File: config.mk
export PLATFORM = sky130hd
export DESIGN_NAME = bc_input_port
export DESIGN_NICKNAME = d
export VERILOG_FILES = /design/src/rtl/bc_io_pkg.sv /design/src/rtl/bc_sync2.sv /design/src/rtl/bc_input_port.sv
export SDC_FILE = /design/constraint.sdc
export NUM_CORES = 1
export LEC_CHECK = 0
export ABC_AREA = 1
export CAP_MARGIN = 15
export CORE_MARGIN = 10
export CORE_UTILIZATION = 49
export CTS_CLUSTER_DIAMETER = 60
export DETAILED_ROUTE_END_ITERATION = 10
export DONT_BUFFER_PORTS = 1
export PLACE_DENSITY_LB_ADDON = 0.08
export SYNTH_ARGS = -nofsm -noshare
export SYNTH_HDL_FRONTEND = slang
export SYNTH_SLANG_ARGS = --single-unit
File: constraint.sdc
create_clock -name clk -period 1.45 [get_ports clk]
set_input_delay 0.145 -clock clk [delete_from_list [all_inputs] [get_ports clk]]
set_output_delay 0.145 -clock clk [all_outputs]
set_load 0.03 [all_outputs]
File: src/rtl/bc_io_pkg.sv
// Shared definitions for the basic-computer serial I/O ports (input and output).
package bc_io_pkg;

    localparam int DATA_BITS = 8;
    localparam int INPR_W    = 8;

    typedef enum logic [2:0] {
        IDLE,
        START,
        DATA,
        STOP,
        WAIT_HI
    } port_state_e;

endpackage : bc_io_pkg

File: src/rtl/bc_sync2.sv
// Two-flop synchronizer for an asynchronous line that idles high.
module bc_sync2 (
    input  logic clk,
    input  logic rst_n,
    input  logic d,
    output logic q
);

    logic meta_q, meta_d;
    logic sync_q, sync_d;

    always_comb begin
        meta_d = d;
        sync_d = meta_q;
    end

    // NOTE: state flops use non-blocking assignments so every flop samples pre-edge values.
    always_ff @(posedge clk) begin
        if (!rst_n) begin
            meta_q <= 1'b1;
            sync_q <= 1'b1;
        end else begin
            meta_q <= meta_d;
            sync_q <= sync_d;
        end
    end

    assign q = sync_q;

endmodule : bc_sync2

File: src/rtl/bc_input_port.sv
// 8N1 serial receiver feeding the processor's INPR register and FGI flag,
// with sticky overrun and framing error flags.
module bc_input_port
    import bc_io_pkg::*;
#(
    parameter int CLKS_PER_BIT = 16
) (
    input  logic              clk,
    input  logic              rst_n,
    input  logic              rx,
    input  logic              clr_fgi,
    input  logic              err_clr,
    output logic [INPR_W-1:0] INPR,
    output logic              FGI,
    output logic              ovr_err,
    output logic              frm_err
);

    localparam int CNT_W = $clog2(CLKS_PER_BIT);
    localparam int BIT_W = $clog2(DATA_BITS);
    localparam logic [CNT_W-1:0] HALF_M1  = CNT_W'(CLKS_PER_BIT / 2 - 1);
    localparam logic [CNT_W-1:0] FULL_M1  = CNT_W'(CLKS_PER_BIT - 1);
    localparam logic [BIT_W-1:0] LAST_BIT = BIT_W'(DATA_BITS - 1);

    logic rxs;

    port_state_e          state_q, state_d;
    logic [CNT_W-1:0]     cnt_q, cnt_d;
    logic [BIT_W-1:0]     bit_q, bit_d;
    logic [DATA_BITS-1:0] shift_q, shift_d;
    logic                 deliver_q, deliver_d;
    logic                 bad_stop_q, bad_stop_d;
    logic [INPR_W-1:0]    inpr_q, inpr_d;
    logic                 fgi_q, fgi_d;
    logic                 ovr_q, ovr_d;
    logic                 frm_q, frm_d;

    bc_sync2 u_sync (
        .clk   (clk),
        .rst_n (rst_n),
        .d     (rx),
        .q     (rxs)
    );

    // NOTE: every always_comb output gets a default first so no path infers a latch.
    always_comb begin
        state_d    = state_q;
        cnt_d      = cnt_q;
        bit_d      = bit_q;
        shift_d    = shift_q;
        deliver_d  = 1'b0;
        bad_stop_d = 1'b0;

        unique case (state_q)
            IDLE: begin
                cnt_d = '0;
                bit_d = '0;
                if (!rxs) state_d = START;
            end
            START: begin
                if (cnt_q == HALF_M1) begin
                    cnt_d   = '0;
                    state_d = rxs ? IDLE : DATA;
                end else begin
                    cnt_d = cnt_q + CNT_W'(1);
                end
            end
            DATA: begin
                if (cnt_q == FULL_M1) begin
                    cnt_d   = '0;
                    shift_d = {rxs, shift_q[DATA_BITS-1:1]};
                    if (bit_q == LAST_BIT) state_d = STOP;
                    else                   bit_d   = bit_q + BIT_W'(1);
                end else begin
                    cnt_d = cnt_q + CNT_W'(1);
                end
            end
            STOP: begin
                // The verdict is registered here and applied to the flags one edge later.
                if (cnt_q == FULL_M1) begin
                    cnt_d = '0;
                    if (rxs) begin
                        deliver_d = 1'b1;
                        state_d   = IDLE;
                    end else begin
                        bad_stop_d = 1'b1;
                        state_d    = WAIT_HI;
                    end
                end else begin
                    cnt_d = cnt_q + CNT_W'(1);
                end
            end
            WAIT_HI: begin
                if (rxs) state_d = IDLE;
            end
            default: state_d = IDLE;
        endcase
    end

    always_comb begin
        inpr_d = inpr_q;
        fgi_d  = clr_fgi ? 1'b0 : fgi_q;
        ovr_d  = err_clr ? 1'b0 : ovr_q;
        frm_d  = err_clr ? 1'b0 : frm_q;

        // A read retiring in the same cycle frees INPR, so the new byte is accepted.
        if (deliver_q) begin
            if (!fgi_q || clr_fgi) begin
                inpr_d = shift_q;
                fgi_d  = 1'b1;
            end else begin
                ovr_d = 1'b1;
            end
        end
        if (bad_stop_q) frm_d = 1'b1;
    end

    always_ff @(posedge clk) begin
        if (!rst_n) begin
            state_q    <= IDLE;
            cnt_q      <= '0;
            bit_q      <= '0;
            shift_q    <= '0;
            deliver_q  <= 1'b0;
            bad_stop_q <= 1'b0;
            inpr_q     <= '0;
            fgi_q      <= 1'b0;
            ovr_q      <= 1'b0;
            frm_q      <= 1'b0;
        end else begin
            state_q    <= state_d;
            cnt_q      <= cnt_d;
            bit_q      <= bit_d;
            shift_q    <= shift_d;
            deliver_q  <= deliver_d;
            bad_stop_q <= bad_stop_d;
            inpr_q     <= inpr_d;
            fgi_q      <= fgi_d;
            ovr_q      <= ovr_d;
            frm_q      <= frm_d;
        end
    end

    assign INPR    = inpr_q;
    assign FGI     = fgi_q;
    assign ovr_err = ovr_q;
    assign frm_err = frm_q;

endmodule : bc_input_port

==> results.rst, run 1 <==
.. list-table::
   :header-rows: 1

   * - Metric
     - Value
   * - Synth area leader
     - dfxtp_1
   * - Growth of design area from synthesis to finish
     - 13.2%
   * - Clock tree root buffer cell
     - clkbuf_4
   * - Library cell with the highest instance count after synthesis
     - nor2_1
   * - Switching portion of total power
     - 35.4%
   * - Vias per cell
     - 4.99
   * - Category of the critical setup timing path
     - flip-flop to flip-flop
   * - Worst Max-Slew Pin Slew
     - 0.610 ns
   * - FP Rows
     - 19
   * - Clock network latency to the later pin of the worst-skew pair
     - 0.35 ns
   * - Ports
     - 16
   * - HPWL after detailed placement
     - 1870 µm
   * - Max-cap violations
     - 0
   * - Worst clock skew on the final layout
     - 0.00960 ns
   * - Register bit total from synthesis
     - 33
   * - Number of nets with antenna violations after detailed routing
     - 0
   * - Layout cells sized above 1
     - 18.4%
   * - RR Endpoint
     - shift_q[0]
   * - Ys flop type
     - dfxtp_1
   * - Final #Nets
     - 197
   * - Result of the run
     - complete, no violations
   * - Number of instances in the synthesized netlist
     - 177
   * - Setup slack on the worst flop-to-flop path
     - 0.14 ns
   * - Number of cells on the worst reg-to-reg path
     - 7
   * - Number of cells on the worst hold path
     - 2
   * - Core footprint
     - 2730 µm²
   * - Pwr Density
     - 1470 nW/µm²
   * - First-iteration detailed-routing DRC count
     - 70
   * - Fill count
     - 256
   * - Top post-synthesis cells by area
     - dfxtp_1, nor2_1, o21ai_0
   * - Switching power total
     - 0.000813 W
   * - Worst IR Drop VDD
     - 1.32 mV
   * - Type of the tightest min-delay check
     - input pin to flip-flop
   * - Worst hold margin
     - 0.111 ns
   * - Routed via count
     - 1102
   * - Avg Cell Area, Syn
     - 7.78 µm²
   * - Sequential Power Share
     - 44.9%
   * - Area share of the largest cell type after synthesis
     - 48.0%
   * - Die extent in x
     - 73.0 µm
   * - Global routing usage summed across all routing layers
     - 11.0%
   * - Clock-pin slew on the worst setup and hold paths
     - 0.10 ns
   * - Library cells used by synthesis
     - 25
   * - Setup TNS
     - 0 ns
   * - Initial standard-cell utilization of the core
     - 50.4%
   * - Sequential Area
     - 663 µm²
   * - Setup slack after layout
     - 0.142 ns
   * - DIE AREA
     - 5330 µm²
   * - Power share of the clock group
     - 25.6%
   * - Combinational Power Share
     - 29.4%
   * - Number of H-tree levels
     - 2
   * - Initial antenna violation count
     - 0
   * - Final Hold Vio Count
     - 0
   * - Minimum period implied by the final worst setup slack
     - 1.31 ns
   * - Post-Route WL
     - 2620 µm
   * - Share of synthesized area occupied by flip-flops and latches
     - 48.0%
   * - Most used standard cells in the synthesized netlist
     - nor2_1, dfxtp_1, nand2_1
   * - First-pass DRT Iterations
     - 4
   * - Total congestion overflow
     - 0
   * - Cell Int Power
     - 0.00149 W
   * - Unrepaired setup endpoints after global routing
     - false
   * - Share of flip-flops with an asynchronous set or reset
     - 0%
   * - Area taken by multi-input logic gates
     - 656 µm²
   * - Global-route wire length before repair
     - 4620 µm
   * - Maximum buffer depth of the clock tree
     - 2
   * - Count of inserted antenna diode cells
     - 0
   * - Maximum number of pins on one net before global-route repair
     - 21
   * - Fmax
     - 765 MHz
   * - Slew Viols, Final
     - 0
   * - Wire length per cell
     - 11.9 µm
   * - Headroom to the max-slew limit
     - 59.2%
   * - Post-route fraction of the period consumed by the critical path
     - 90.2%
   * - Number of clock sinks
     - 33
   * - Number of DRC violations after detailed routing
     - 0
   * - Worst-case hold path end point
     - frm_err
   * - EDFF count, synth
     - 0
   * - Vias in the first global route
     - 1017
   * - Crit start category
     - flip-flop
   * - Reg-to-reg startpoint
     - state_q[1]
   * - Height of the chip
     - 73.0 µm
   * - TritonCTS clock tree
     - yes
   * - Post-synthesis instance area
     - 1380 µm²
   * - Critical Path Fanout Max
     - 5
   * - Worst setup EP type
     - flip-flop
   * - Setup Viol. Count Final
     - 0
   * - Critical path arrival
     - 1.60 ns
   * - Total leakage power
     - 0.666 nW
   * - CTS Buf Count
     - 5
   * - Launch point of the worst hold path
     - rst_n
   * - Total power
     - 0.00230 W
   * - Ys Warns
     - 0
   * - Post-Place Worst Slack
     - 0.0849 ns
   * - Worst Path Required
     - 1.74 ns
   * - GPL Wtd Cong
     - 0.799
   * - Post-Synthesis Net Count
     - 185
   * - Quantity of I/O buffers inserted on ports
     - 0
   * - Final design utilization
     - 57.0%
## cell usage in the layout, fill, tap and decap left out, types with 4 or more instances in the layout
| master | n |
|---|---|
| inv_1 | 12 |
| a21oi_1 | 13 |
| buf_4 | 4 |
| nand2_1 | 19 |
| nor2_1 | 43 |
| nand3_1 | 10 |
| clkbuf_4 | 5 |
| dlygate4sd3_1 | 4 |
| nor2_4 | 4 |
| o21ai_0 | 17 |
| dfxtp_1 | 31 |
## layer usage
layer	up-vias	global-route usage [%]	wire length, µm
li1	589	-	-
met4	0	5.06	54
met5	-	0	0
met3	7	5.85	180
met1	482	13.6	1270
met2	24	15.2	1110
## state kept, by name, summed over array words and instances (netlist names)
name / count
bit_q: 3
ovr_err: 1
bad_stop_q: 1
INPR: 8
u_sync.q: 1
u_sync.meta_q: 1
deliver_q: 1
frm_err: 1
shift_q: 8
cnt_q: 4
FGI: 1
state_q: 3
## metrics by stage
| step | area (µm²) | std cells |
|---|---|---|
| 6_report | 1560 | 221 |
| 3_5_place_dp | 1410 | 206 |
| 5_1_grt | 1560 | 221 |
| 3_3_place_gp | 1410 | 206 |
| 2_1_floorplan | 1380 | 177 |
| 4_1_cts | 1520 | 218 |
## power by group through the flow
stage          logic, W  registers (W)  clock network, W
2_1_floorplan  0.000558        0.00102                 0
3_3_place_gp   0.000616        0.00105                 0
3_5_place_dp   0.000624        0.00105                 0
4_1_cts        0.000643        0.00103          0.000605
5_1_grt        0.000771        0.00104          0.000655
6_report       0.000676        0.00103          0.000590
## cell type report
| type | instances | area share (%) |
|---|---|---|
| clock buffers | 7 | 4.17 |
| clock inverters | 1 | 0.321 |
| inverters | 16 | 3.93 |
| multi-input cells | 125 | 42.1 |
| flip-flops and latches | 33 | 42.5 |
| well taps | 31 | 2.49 |
| repair buffers | 8 | 4.49 |
## worst max path at each step
stage,start,to,slack (ns),cells after the start
finish,state_q[1],shift_q[0],0.14,7
floorplan,cnt_q[0],shift_q[0],0.23,6
detailed placement,cnt_q[0],shift_q[4],0.08,6
global route,bit_q[0],bit_q[0],0.01,7
global placement,cnt_q[0],shift_q[6],0.14,6
CTS,cnt_q[0],shift_q[4],0.07,6
## worst max-delay path, cell delays in order (launching register included)
cell and delay [ns]:
dfxtp_1 0.37, inv_1 0.11, nor2_4 0.20, nand2_4 0.10, nor2_4 0.17, buf_4 0.14
o21ai_0 0.06, nor2_1 0.11
## logic make-up after synthesis
kind of cell               after synthesis  synth area share [%]
AOI/OAI and AO/OA                       33                  12.3
DFF                                     33                  48.0
buffers and inverters                   20                  6.18
xor gates and xnor gates                 1                 0.636
and+or+nand+nor                         87                  30.2
adders and majority gates                3                  2.73
## timing repair
action / CTS / global route
gates resized for setup: 0 / 8
endpoints found under the setup margin: 0 / 12
hold buffers: 4 / 0
buffers inserted: 0 / 2
endpoints found under the hold margin: 24 / 0
Power figures use the tool's default switching activity.
==> inputs of run 2 (changes only) <==
- CORE_ASPECT_RATIO: default -> 1.4
- MAX_ROUTING_LAYER: default -> met4
==> run 2 against run 1 <==
Clock skew is 0.00067 ns lower. Global-route usage is 0.49 points higher. Largest power group unchanged. Die area is 0.57% higher. Clock-buffer cell count stayed put. Sequential cell count stayed put. Routed wire length is 1.9% higher.
==> results.rst, run 2 (synthesis gave the netlist of run 1 again) <==
.. list-table::
   :header-rows: 1

   * - Metric
     - Value
   * - Result of the run
     - complete, no violations
   * - CTS Buf Count
     - 5
   * - Area taken by multi-input logic gates
     - 648 µm²
   * - Initial standard-cell utilization of the core
     - 51.6%
   * - Quantity of I/O buffers inserted on ports
     - 0
   * - Number of cells on the worst reg-to-reg path
     - 7
   * - Reg-to-reg startpoint
     - bit_q[0]
   * - Global routing usage summed across all routing layers
     - 11.5%
   * - Max-cap violations
     - 0
   * - Maximum number of pins on one net before global-route repair
     - 21
   * - Setup TNS
     - 0 ns
   * - Crit start category
     - flip-flop
   * - Number of nets with antenna violations after detailed routing
     - 0
   * - Fmax
     - 754 MHz
   * - Vias in the first global route
     - 1135
   * - RR Endpoint
     - bit_q[0]
   * - First-iteration detailed-routing DRC count
     - 21
   * - Layout cells sized above 1
     - 16.3%
   * - Clock-pin slew on the worst setup and hold paths
     - 0.10 ns
   * - Headroom to the max-slew limit
     - 62.8%
   * - Total leakage power
     - 0.667 nW
   * - Total congestion overflow
     - 0
   * - FP Rows
     - 22
   * - Routed via count
     - 1122
   * - Critical Path Fanout Max
     - 3
   * - Post-Route WL
     - 2670 µm
   * - Worst IR Drop VDD
     - 1.27 mV
   * - Pwr Density
     - 1530 nW/µm²
   * - Number of DRC violations after detailed routing
     - 0
   * - Worst Max-Slew Pin Slew
     - 0.556 ns
   * - GPL Wtd Cong
     - 0.865
   * - Commonest cells after routing, fill and taps aside
     - nor2_1, dfxtp_1, nand2_1
   * - Number of clock sinks
     - 33
   * - Core footprint
     - 2670 µm²
   * - Setup Viol. Count Final
     - 0
   * - Maximum buffer depth of the clock tree
     - 2
   * - First-pass DRT Iterations
     - 4
   * - Slew Viols, Final
     - 0
   * - Final #Nets
     - 197
   * - Minimum period implied by the final worst setup slack
     - 1.33 ns
   * - Category of the critical setup timing path
     - flip-flop to flip-flop
   * - Initial antenna violation count
     - 0
   * - Final Hold Vio Count
     - 0
   * - Worst Path Required
     - 1.72 ns
   * - Setup slack on the worst flop-to-flop path
     - 0.12 ns
   * - Number of cells on the worst hold path
     - 2
   * - Worst clock skew on the final layout
     - 0.00894 ns
   * - Worst-case hold path end point
     - frm_err
   * - Die extent in x
     - 64.8 µm
   * - Wire length per cell
     - 11.8 µm
   * - Clock network latency to the later pin of the worst-skew pair
     - 0.33 ns
   * - Critical path arrival
     - 1.59 ns
   * - Worst setup EP type
     - flip-flop
   * - DIE AREA
     - 5360 µm²
   * - Sequential Area
     - 661 µm²
   * - Launching element of the worst setup path
     - bit_q[0]
   * - Fill count
     - 269
   * - HPWL after detailed placement
     - 1980 µm
   * - Global-route wire length before repair
     - 4660 µm
   * - Number of H-tree levels
     - 2
   * - Count of inserted antenna diode cells
     - 0
   * - Unrepaired setup endpoints after global routing
     - false
   * - Ports
     - 16
   * - Post-route fraction of the period consumed by the critical path
     - 91.4%
   * - TritonCTS clock tree
     - yes
   * - Launch point of the worst hold path
     - rst_n
   * - Commonest non-fill, non-tap cell in the layout
     - nor2_1
   * - Growth of design area from synthesis to finish
     - 14.0%
   * - Total power
     - 0.00241 W
   * - Vias per cell
     - 4.96
   * - Type of the tightest min-delay check
     - input pin to flip-flop
   * - Clock tree root buffer cell
     - clkbuf_4
   * - Height of the chip
     - 82.7 µm
## run 2: changes by cell type in the layout (fill, tap and decap cells not counted), sizes merged
cell / previous run / this run
bufinv: 0 / 1
clkinv: 2 / 1
## run 2: layer usage
metal / track usage [%] / routed length [µm] / part of all wire [%] / vias up
li1: - / - / - / 590
met1: 8.96 / 991 / 37 / 507
met2: 22.4 / 1460 / 55 / 20
met3: 4.72 / 169 / 6.3 / 5
met4: 5.36 / 50 / 1.9 / 0
met5: - / 0 / 0 / -
## run 2: area by class of cell
class,count,share of cell area (%)
clock buffer,7,3.51
clock inverter,1,1.91
inverter,16,3.90
multi-input combinational,125,41.3
sequential,33,42.1
tap,36,2.87
timing repair buffer,8,4.46
## run 2: how the worst max path moves through the flow
| stage | to | depth (start not counted) |
|---|---|---|
| floorplan | shift_q[0] | 6 |
| global placement | shift_q[4] | 6 |
| detailed placement | shift_q[3] | 6 |
| CTS | shift_q[6] | 6 |
| global route | state_q[0] | 7 |
| finish | bit_q[0] | 7 |
## run 2: power breakdown
| part | total, W | internal [W] | switching, W |
|---|---|---|---|
| clock | 0.000708 | 0.000412 | 0.000296 |
| combinational | 0.000672 | 0.000245 | 0.000426 |
| sequential | 0.00103 | 0.000964 | 0.0000639 |
## run 2: critical path: stages (launching register included)
cell and delay (ns):
dfxtp_1 0.34, ha_1 0.20, ha_1 0.17, inv_1 0.09, nand3_2 0.10, nor2_2 0.15
o21ai_0 0.09, a21oi_1 0.13
## run 2: through the flow
step	area [µm²]	setup WS [ns]	hold WS (ns)	instances	utilization (%)
after CTS	1550	0.0890	0.128	224	57.9
after global placement	1420	0.158	0.255	212	53.2
final	1570	0.124	0.123	226	58.8
after global routing	1570	0.000651	0.145	226	58.8
after floorplan	1380	0.234	0.252	177	-
after detailed placement	1420	0.108	0.257	212	53.2
## run 2: timing repair
item | 4_1_cts | 5_1_grt
setup endpoints to repair | 0 | 10
hold buffers | 4 | 0
resized for setup | 0 | 3
endpoints found under the hold margin | 23 | 0
buffers inserted | 0 | 1
==> inputs of run 3 (changes only) <==
- ABC_AREA: 1 -> default
==> run 3 against run 2 <==
Sequential share of layout area is 2.6 points lower. Die area is 4.7% higher. Routed wire length is 1.6% higher. Final area is 6.7% higher. Clock power is 24% higher. Final cell count is 11% lower. First-iteration DRC count is 9.5% higher. Worst hold slack worse by 0.11 ns. Sequential power is 11% lower. Critical path depth is 3 lower. Register-to-register slack worse by 0.02 ns. Clock-buffer cell count stayed put.
==> results.rst, run 3 <==
.. list-table::
   :header-rows: 1

   * - Metric
     - Value
   * - Result of the run
     - complete, no violations
   * - Category of the critical setup timing path
     - flip-flop to flip-flop
   * - Headroom to the max-slew limit
     - 68.5%
   * - Launching element of the worst setup path
     - cnt_q[1]
   * - Clock network latency to the later pin of the worst-skew pair
     - 0.28 ns
   * - Layout cells sized above 1
     - 17.1%
   * - Post-route fraction of the period consumed by the critical path
     - 92.9%
   * - Vias per cell
     - 5.42
   * - Initial antenna violation count
     - 0
   * - Number of instances in the synthesized netlist
     - 153
   * - Final #Nets
     - 171
   * - FP Rows
     - 23
   * - Fmax
     - 742 MHz
   * - Sequential Power Share
     - 50.0%
   * - Number of clock sinks
     - 33
   * - Number of DRC violations after detailed routing
     - 0
   * - Maximum buffer depth of the clock tree
     - 2
   * - Height of the chip
     - 84.7 µm
   * - Setup TNS
     - 0 ns
   * - DIE AREA
     - 5610 µm²
   * - Library cells used by synthesis
     - 41
   * - Global routing usage summed across all routing layers
     - 10.7%
   * - First-iteration detailed-routing DRC count
     - 23
   * - Total congestion overflow
     - 0
   * - Pwr Density
     - 1090 nW/µm²
   * - Synth area leader
     - dfxtp_1
   * - Max-cap violations
     - 0
   * - Placed standard-cell area
     - 1540 µm²
   * - Type of the tightest min-delay check
     - input pin to flip-flop
   * - Switching power total
     - 0.000337 W
   * - EDFF count, synth
     - 0
   * - Area share of the largest cell type after synthesis
     - 45.1%
   * - Final instance area
     - 1680 µm²
   * - CTS Buf Count
     - 5
   * - Ys flop type
     - dfxtp_1
   * - Critical path arrival
     - 1.51 ns
   * - Number of H-tree levels
     - 2
   * - Delay contributed by the slowest stage of the critical path
     - 0.38 ns
   * - Reg-to-reg startpoint
     - cnt_q[1]
   * - Post-CTS setup buffers
     - 0
   * - Minimum period implied by the final worst setup slack
     - 1.35 ns
   * - Mux share of post-synthesis cell area
     - 7.51%
   * - Ports
     - 16
   * - Switching portion of total power
     - 18.5%
   * - Basic-gate share of the synthesized area counting and, or, nand and nor cells
     - 22.6%
   * - HPWL after detailed placement
     - 1930 µm
   * - Global-route wire length before repair
     - 4710 µm
   * - Maximum number of pins on one net before global-route repair
     - 32
   * - Final Hold Vio Count
     - 0
   * - Critical Path Fanout Max
     - 8
   * - Fill count
     - 277
   * - Core footprint
     - 2880 µm²
   * - Worst IR Drop VDD
     - 0.582 mV
   * - Worst clock skew on the final layout
     - 0.00276 ns
   * - Post-Synthesis Net Count
     - 161
   * - Power share of the clock group
     - 48.2%
   * - Library cell with the highest instance count after synthesis
     - dfxtp_1
   * - Number of nets with antenna violations after detailed routing
     - 0
   * - Routed via count
     - 1089
   * - Total leakage power
     - 0.682 nW
   * - Worst Path Required
     - 1.61 ns
   * - First-pass DRT Iterations
     - 3
   * - Setup Viol. Count Final
     - 0
   * - Worst Max-Slew Pin Slew
     - 0.472 ns
   * - Avg Cell Area, Syn
     - 9.58 µm²
   * - List of cells traversed by the critical path
     - ha_1 -> and4_2 -> nand2_8 -> mux2i_1
   * - Clock-pin slew on the worst setup and hold paths
     - 0.06 ns
   * - Slew Viols, Final
     - 0
   * - Commonest non-fill, non-tap cell in the layout
     - dfxtp_1
   * - Post-synthesis instance area
     - 1470 µm²
   * - Post-synthesis share of cell area spent on xor and xnor gates
     - 0.597%
   * - Post-synthesis share of cell area spent on full adders, half adders and majority gates
     - 2.56%
   * - Ys Warns
     - 0
   * - Clock tree root buffer cell
     - clkbuf_8
   * - Area fraction in compound gates after synthesis
     - 16.1%
   * - Post-Route WL
     - 2710 µm
   * - Die extent in x
     - 66.2 µm
   * - Crit start category
     - flip-flop
   * - Combinational Power Share
     - 1.8%
   * - Crit-path slowest cell
     - and4_2
   * - Worst setup EP type
     - flip-flop
   * - Commonest cells after routing, fill and taps aside
     - dfxtp_1, nand2_1, nand3_1
   * - Unrepaired setup endpoints after global routing
     - false
   * - Growth of design area from synthesis to finish
     - 14.2%
   * - Top post-synthesis cells by area
     - dfxtp_1, mux2i_1, a21boi_0
   * - Share of flip-flops with an asynchronous set or reset
     - 0%
   * - GPL Wtd Cong
     - 0.810
   * - Quantity of I/O buffers inserted on ports
     - 0
   * - Wire length per cell
     - 13.5 µm
   * - Share of synthesized area occupied by flip-flops and latches
     - 45.1%
   * - Register bit total from synthesis
     - 33
   * - Most used standard cells in the synthesized netlist
     - dfxtp_1, nand2_1, nand3_1
   * - Vias in the first global route
     - 1070
   * - Count of inserted antenna diode cells
     - 0
   * - Main combinational cell family by area after synthesis
     - simple AND/OR/NAND/NOR gates
   * - TritonCTS clock tree
     - yes
   * - Worst hold margin
     - 0.0167 ns
   * - Cell Int Power
     - 0.00149 W
   * - Launch point of the worst hold path
     - rst_n
   * - Initial standard-cell utilization of the core
     - 51.0%
==> run 3: cell count changes after synthesis, sizes merged, moves of 5 or more <==
cell,delta
nand2,-6
a21boi,+10
nor2,-46
o21ai,-9
buf,+5
mux2i,+11
a21oi,-12
inv,-9
==> run 3: layer usage <==
layer  track usage (%)  part of all wire [%]  up-vias  routed length (µm)
met5                 -                     0        -                   0
met4              5.16                   2.1        0                  57
met3              4.26                   5.8        7                 156
met2              18.8                    53       17                1440
met1              9.50                    39      505                1060
li1                  -                     -      560                   -
==> run 3: power groups by stage <==
| stage | sequential (W) | clock [W] | combinational (W) |
|---|---|---|---|
| final | 0.000913 | 0.000879 | 0.0000322 |
| after floorplan | 0.000933 | 0 | 0.0000327 |
| after global routing | 0.000912 | 0.000948 | 0.0000362 |
| after detailed placement | 0.000933 | 0 | 0.0000254 |
| after global placement | 0.000933 | 0 | 0.0000250 |
| after CTS | 0.000913 | 0.000909 | 0.0000330 |
==> run 3: kinds of logic (layout without fill, tap and decap cells) <==
logic type      after synthesis  count (layout)
buf+inv                      16              27
fa+ha+maj                     3               3
compound gates               34              34
xor+xnor                      1               1
flops                        33              33
mux                          11              11
simple gates                 55              55
==> run 3: final timing paths <==
check / endpoint / slack, ns / cells after the start
max: shift_q[2] / 0.10 / 4
min: INPR[2] / 0.02 / 1
max reg2reg: shift_q[2] / 0.10 / 4
min reg2reg: u_sync.q / 0.41 / 1
==> run 3: cell type report <==
class	instances	area, µm²	share of cell area [%]
timing repair buffer	13	103	6.12
clock inverter	1	30.0	1.79
clock buffer	7	86.3	5.15
tap	37	46.3	2.76
sequential	33	661	39.4
inverter	6	22.5	1.34
multi-input combinational	104	727	43.4
==> run 3: critical path, delay by kind of cell (launching register included) <==
kind	cells	cell delay (ns)
and+or+nand+nor	2	0.49
adders and majority gates	1	0.23
muxes	1	0.14
DFF	1	0.37
==> run 3: through the flow <==
stage	worst slack, ns	cells	utilization [%]	power [W]
after detailed placement	0.0148	191	53.4	0.000959
after global routing	0.00972	201	58.2	0.00190
after CTS	0.00820	201	58.1	0.00185
final	0.102	201	58.2	0.00182
after floorplan	0.160	153	-	0.000965
after global placement	0.0711	191	53.4	0.000958
==> run 3: timing repair <==
action,in CTS,in global routing
hold endpoints to repair,7,0
endpoints found under the setup margin,0,11
resized for setup,0,2
hold buffers,2,0
